### config.mk
export PLATFORM = sky130hd
export DESIGN_NAME = instr_loader
export DESIGN_NICKNAME = d
export VERILOG_FILES = /design/src/rtl/instr_loader.sv
export SDC_FILE = /design/constraint.sdc
export NUM_CORES = 1
export LEC_CHECK = 0
export CAP_MARGIN = 15
export CORE_ASPECT_RATIO = 0.8
export CORE_UTILIZATION = 27
export DETAILED_ROUTE_END_ITERATION = 12
export PLACE_DENSITY = 0.46
export REMOVE_ABC_BUFFERS = 1
export SKIP_LAST_GASP = 1
export SYNTH_ARGS = -nofsm -noshare
export SYNTH_HDL_FRONTEND = slang
export SYNTH_SLANG_ARGS = --single-unit
### constraint.sdc
create_clock -name clk -period 2.4 [get_ports clk]
set_clock_uncertainty 0.1 [all_clocks]
set_input_delay 0.72 -clock clk [delete_from_list [all_inputs] [get_ports clk]]
set_output_delay 0.72 -clock clk [all_outputs]
set_load 0.01 [all_outputs]
### src/rtl/instr_loader.sv
// rtl/instr_loader.sv - Framed byte-stream loader that writes big-endian 16-bit words into instruction memory.
// Holds the core in reset until a frame with a matching XOR checksum has been loaded.
module instr_loader #(
  parameter int ADDR_W = 20
) (
  input  logic              clk,
  input  logic              rst,
  input  logic              start,
  input  logic [ADDR_W-1:0] base_addr,
  input  logic              in_valid,
  input  logic [7:0]        in_data,
  output logic              in_ready,
  output logic              mem_we,
  output logic [ADDR_W-1:0] mem_addr,
  output logic [15:0]       mem_wdata,
  output logic              core_hold,
  output logic              busy,
  output logic              done,
  output logic              err,
  output logic [15:0]       word_cnt
);

  typedef enum logic [2:0] {
    S_IDLE,
    S_LEN_HI,
    S_LEN_LO,
    S_DATA_HI,
    S_DATA_LO,
    S_CSUM,
    S_DONE,
    S_ERR
  } state_t;

  localparam logic [ADDR_W-1:0] ADDR_ONE = {{(ADDR_W-1){1'b0}}, 1'b1};

  state_t            state;
  state_t            state_nx;
  logic [15:0]       len;
  logic [7:0]        hi_byte;
  logic [7:0]        csum;
  logic [ADDR_W-1:0] wr_addr;
  logic              start_ok;
  logic              accept;

  always_ff @(posedge clk or negedge rst) begin
    if (!rst) begin
      state <= S_IDLE;
    end else begin
      state <= state_nx;
    end
  end

  // in_ready depends on the state register only, never on in_valid.
  always_comb begin
    state_nx = state;
    in_ready = 1'b0;
    start_ok = 1'b0;
    case (state)
      S_IDLE, S_DONE, S_ERR: begin
        start_ok = start;
        if (start) state_nx = S_LEN_HI;
      end
      S_LEN_HI: begin
        in_ready = 1'b1;
        if (in_valid) state_nx = S_LEN_LO;
      end
      S_LEN_LO: begin
        in_ready = 1'b1;
        if (in_valid) state_nx = ({len[15:8], in_data} == 16'd0) ? S_CSUM : S_DATA_HI;
      end
      S_DATA_HI: begin
        in_ready = 1'b1;
        if (in_valid) state_nx = S_DATA_LO;
      end
      S_DATA_LO: begin
        in_ready = 1'b1;
        if (in_valid) state_nx = (word_cnt == len - 16'd1) ? S_CSUM : S_DATA_HI;
      end
      S_CSUM: begin
        in_ready = 1'b1;
        if (in_valid) state_nx = (in_data == csum) ? S_DONE : S_ERR;
      end
      default: state_nx = S_IDLE;
    endcase
  end

  assign accept = in_valid & in_ready;

  always_ff @(posedge clk or negedge rst) begin
    if (!rst) begin
      mem_we    <= 1'b0;
      mem_addr  <= '0;
      mem_wdata <= '0;
      core_hold <= 1'b1;
      busy      <= 1'b0;
      done      <= 1'b0;
      err       <= 1'b0;
      word_cnt  <= '0;
      len       <= '0;
      hi_byte   <= '0;
      csum      <= '0;
      wr_addr   <= '0;
    end else begin
      mem_we <= 1'b0;
      if (start_ok) begin
        wr_addr   <= base_addr;
        word_cnt  <= '0;
        csum      <= '0;
        done      <= 1'b0;
        err       <= 1'b0;
        core_hold <= 1'b1;
        busy      <= 1'b1;
      end
      if (accept) begin
        case (state)
          S_LEN_HI: len[15:8] <= in_data;
          S_LEN_LO: len[7:0]  <= in_data;
          S_DATA_HI: begin
            hi_byte <= in_data;
            csum    <= csum ^ in_data;
          end
          S_DATA_LO: begin
            csum      <= csum ^ in_data;
            mem_we    <= 1'b1;
            mem_addr  <= wr_addr;
            mem_wdata <= {hi_byte, in_data};
            wr_addr   <= wr_addr + ADDR_ONE;
            word_cnt  <= word_cnt + 16'd1;
          end
          S_CSUM: begin
            busy <= 1'b0;
            if (in_data == csum) begin
              done      <= 1'b1;
              core_hold <= 1'b0;
            end else begin
              err <= 1'b1;
            end
          end
          default: ;
        endcase
      end
    end
  end

endmodule
After elaboration in Yosys (flattened, before gate mapping). Index checks and enable logic that the tools add are counted.

Word-level logic and storage cells: 82. Bits of input ports: 32. Output and inout bits: 58. Register bits after elaboration: 112.

Equal/unequal tests: 15. $add $sub $neg: 3. Bitwise gates (word level): 2. Reductions and logical operators: 10. Multiplexer cells: 38.

Operators by type and width (number): $mux W20 (3); $mux W16 (3); $mux W3 (8); $mux W8 (3); $add A20 B1 Y20 const B (1); $mux W1 (20); $pmux W3 S6 (1); $add A16 B1 Y16 const B (1); $eq A16 B16 Y1 (1); $logic_not A16 Y1 (1); $sub A16 B1 Y16 const B (1); $eq A3 B3 Y1 const B (4); $ne A2 B2 Y1 const B (6); $eq A8 B8 Y1 (1); $reduce_and A2 Y1 (4); $xor A8 B8 Y8 (1); $eq A3 B2 Y1 const B (2); $reduce_and A6 Y1 (1); $reduce_or A5 Y1 (1); $eq A3 B1 Y1 const B (1); $logic_not A3 Y1 (1); $reduce_or A3 Y1 (1); $reduce_or A2 Y1 (1); $and A1 B1 Y1 (1).

Depth between registers and ports, before layout.
Word-level depth: 7. Mapped depth: 9. Depth with buffers taken out: 8.

Worst setup path before layout. No wires, ideal clock.

Path type: in2reg. From: in in_valid. To: reg wr_addr[19]. Slack: -114 ps. Arrival time: 2349 ps. Library setup time: 65 ps. Stages on the path: 7. Data required time: 2235 ps. Buffers on the path: 1. Cells stage by stage: clkbuf_1 -> nand4bb_1 -> nor4_1 -> nand4_1 -> nor2_1 -> mux2i_1 -> o21a_1.

Longest elaborated chain between the ends: 2.

Ends and longest elaborated chain: start, declared (line 10) `input logic in_valid,`; $and A1 B1 Y1 (line 87) `assign accept = in_valid & in_ready;`; $mux W20 (line 114) `if (accept) begin`; end signal, assigned (line 106) `wr_addr <= base_addr;`; end signal, assigned (line 127) `wr_addr <= wr_addr + ADDR_ONE;`; end, declared (line 41) `logic [ADDR_W-1:0] wr_addr;`.

Every way passes these cells. A chain may end at the register's enable or synchronous reset.

Final worst setup path.
From: reg len[5]. To: reg state[1].

Longest elaborated chain between the ends: 5.

Ends and longest elaborated chain: start, declared (line 38) `logic [15:0] len;`; start signal, assigned (line 117) `S_LEN_LO: len[7:0] <= in_data;`; $sub A16 B1 Y16 (line 77) `if (in_valid) state_nx = (word_cnt == len - 16'd1) ? S_CSUM : S_DATA_HI;`; $eq A16 B16 Y1 (line 77); $mux W3 (2 in a row) (line 77); $pmux W3 S6 (line 58) `case (state)`; end signal, assigned (line 49) `state <= state_nx;`; end, declared (line 36) `state_t state;`.

Every way passes these cells. The select of a mux whose other input is x is not followed.

==> impl_results.md <==
- Outcome: complete, but fails checks
- Failing checks: negative setup slack
- Synth unique cells: between 60 and 70
- Syn-to-layout area delta: 38.5%
- Clock Tree Buf Depth: 2
- Post-synth ARST share: between 90% and 100%
- Setup WS post-layout: -66.3 ps
- RSZ-0062 raised after global routing: true
- Ys flop type: dfrtp_1
- CORE AREA: 0.0199 mm2
- Initial antenna violation count: 0
- Tcrit/Tclk final: 103%
- Setup violations, final: 2
- Yosys warnings: 0
- Number of antenna diodes: 0
- Fill cell count: roughly 2000
- Placer Congestion: 0.818
- Crit path time final: ~2500 ps
- Max-Cap Viols: 0
- Count of final hold-check violations: 0
- Num rows: between 40 and 50
- Syn Std Cell Area: around 0.0055 mm2
- Critical Path RT: 2540 ps
- Sequential Power Share: 37.3%
- TritonCTS clock tree: built
- GR Overflow Total: 0
- Leakage: roughly 3.3 nW
- Avg Cell Area, Syn: 9.40 um2
- Startpoint Class: flip-flop
- Setup crit end kind: flip-flop
- GRT Overall Usage: 15.7%
- DRT Pass-1 Iters: 4
- Sinks on Clock Net: roughly 110
- WL per Instance: approximately 16 um
- Reg area: 0.00280 mm2
- Pin count of the biggest net entering global routing: 44
- Post-DR vias/cell: 4.77
- Pwr per Cell Area: about 1100 mW/mm2
- Vias: around 4800
- Final Util: around two fifths
- Clk slew on worst S/H paths: approximately 80 ps
- Worst-Margin Slew: 567 ps
- Number of synthesized register bits: between 100 and 150
- CTS buffer count: 9
- First-pass GRT wire length: 25800 um
- Worst-Skew Late Latency: between 300 and 400 ps
- Net switching power: between 3 and 4 mW
- # DRC: 0
- Routed wire length: 15800 um
- Pint: 5.55 mW
- Layout Nets: ~770
- Vias in the first global route: between 4000 and 5000
- Share of cells above drive strength 1: between 10% and 20%
- DRT antenna net count: 0
- Chip Width: about 160 um
- DIE AREA: 0.0210 mm2
- Sw frac: roughly 37%
- Hold crit path type: input port to async pin
- Multi-input logic area: between 0.002 and 0.003 mm2
- # hold bufs at CTS: 0
- Clk root buf: clkbuf_16
- Sequential fraction of the synthesis area: between 50% and 60%
- Cell count after placement: about 980
- Initial core utilization: between 20% and 30%
- Logic pwr share: a little over two fifths
- IO buf count: 89
- Max Clock Freq: 405 MHz
- Mapped Cells: ~590
- Clk pwr share: between 10% and 20%
- H-Tree Level Count: 3
- Chip height: between 100 and 150 um
- CP arrival: roughly 2600 ps
- Number of flops mapped to enable cells by yosys: 0
- Non-filler cells, final: 1000
- Worst slew margin: about three fifths
- CP Class: flip-flop to flip-flop
- Io pins: 90
- 1st-iter DRT viols: between 200 and 250
- Maximum vdd drop: 0.000430 V
- Max Slew Vio Count: 0
- Hold_ws: approximately 210 ps
- DP Wirelength: around 11000 um
- Post-route setup TNS: -128 ps
- CP max FO: 5
==> cells in the mapped netlist (11+ instances only) <==
library cell	n	area (um2)
mux2_2	20	225
dfrtp_1	111	2780
xnor2_1	16	140
a211oi_1	11	82.6
nor3_1	13	65.1
xor2_1	23	201
a21oi_1	14	70.1
inv_1	12	45.0
nor2_1	45	169
o21ai_0	34	170
nand3_1	16	80.1
nand2_1	143	537
clkbuf_1	23	86.3
==> area by class of cell <==
type                            count  area share [%]
Tap cell                          264            4.32
Multi-Input combinational cell    437            34.8
Inverter                           12           0.590
Clock inverter                      6            1.28
Sequential cell                   112            36.7
Timing Repair Buffer              159            19.2
Clock buffer                       10            3.13
==> registers in the layout, indices dropped and copies added (netlist names), 3 cells and up <==
name       flops
csum           8
hi_byte        8
len           16
mem_addr      20
mem_wdata     16
state          3
word_cnt      16
wr_addr       20
==> cells by family (layout without fill, tap and decap cells) <==
logic type               count (synthesis)  in the layout  synth area share, %
adder cells (fa/ha/maj)                  3              3                0.680
AO/OA/AOI/OAI                          103            103                 12.4
multiplexers                            25             25                 4.99
XOR/XNOR                                39             39                 6.19
AND/OR/NAND/NOR                        267            267                 22.0
buffers and inverters                   38            187                 2.95
flip-flops                             112            112                 50.8
==> worst paths after layout <==
check	from	end	slack, ps	cells after the start
max	len[5]$_DFFE_PN0P_	state[1]$_DFFE_PN0P_	-70	7
min	rst	mem_addr[15]$_DFFE_PN0P_	210	1
max reg2reg	len[5]$_DFFE_PN0P_	state[1]$_DFFE_PN0P_	-70	7
min reg2reg	hi_byte[3]$_DFFE_PN0P_	mem_wdata[11]$_DFFE_PN0P_	370	2
max in group asynchronous	rst	word_cnt[15]$_DFF_PN0_	1400	2
min in group clk	hi_byte[3]$_DFFE_PN0P_	mem_wdata[11]$_DFFE_PN0P_	370	2
==> through the flow <==
step / cell area (um2) / power, mW / setup slack [ps]
after floorplan: 5400 / 5.11 / -1760
after global placement: 7160 / 6.81 / -411
after detailed placement: 7160 / 6.90 / -394
after CTS: 7560 / 8.72 / -91.7
after global routing: 7640 / 9.37 / -195
final: 7640 / 8.76 / -66.3
==> cells in the final DEF, fill, tap and decap left out, types with 5 or more instances in the layout <==
cell type	count
nand2_1	142
dfrtp_1	111
clkdlybuf4s50_1	87
buf_4	66
nor2_1	44
o21ai_0	33
xor2_1	23
mux2_2	20
xnor2_1	16
nand3_1	15
a21oi_1	14
nor3_1	12
a211oi_1	10
inv_1	9
clkbuf_16	9
a31oi_1	8
and3_1	7
nand4_1	7
mux2i_1	5
==> worst max-delay path, cell delays in order, from the launching register on <==
cell     delay (ps)
dfrtp_1         380
or4_4           540
or3_4           380
o31ai_2         220
a21oi_1          80
nor4_2          390
buf_4           190
a31oi_1          80
==> per-layer routing <==
layer,global-route usage [%],up-vias,wire (um)
met4,4.83,0,258
met3,3.18,21,738
li1,-,2333,-
met5,0,-,0
met1,22.5,2302,7790
met2,23.5,118,7010
==> repair_timing <==
action,in CTS,in global routing
gates resized for setup,8,15
hold endpoints to repair,0,0
pin swaps,6,7
setup buffers,4,1
setup endpoints to repair,4,10
==> power by group through the flow <==
stage	clock network, mW	registers [mW]	logic (mW)
after global placement	0	3.28	3.54
final	1.70	3.27	3.79
after floorplan	0	3.35	1.76
after detailed placement	0	3.29	3.61
after CTS	1.75	3.26	3.71
after global routing	1.82	3.38	4.17
Power figures use the tool's default switching activity.
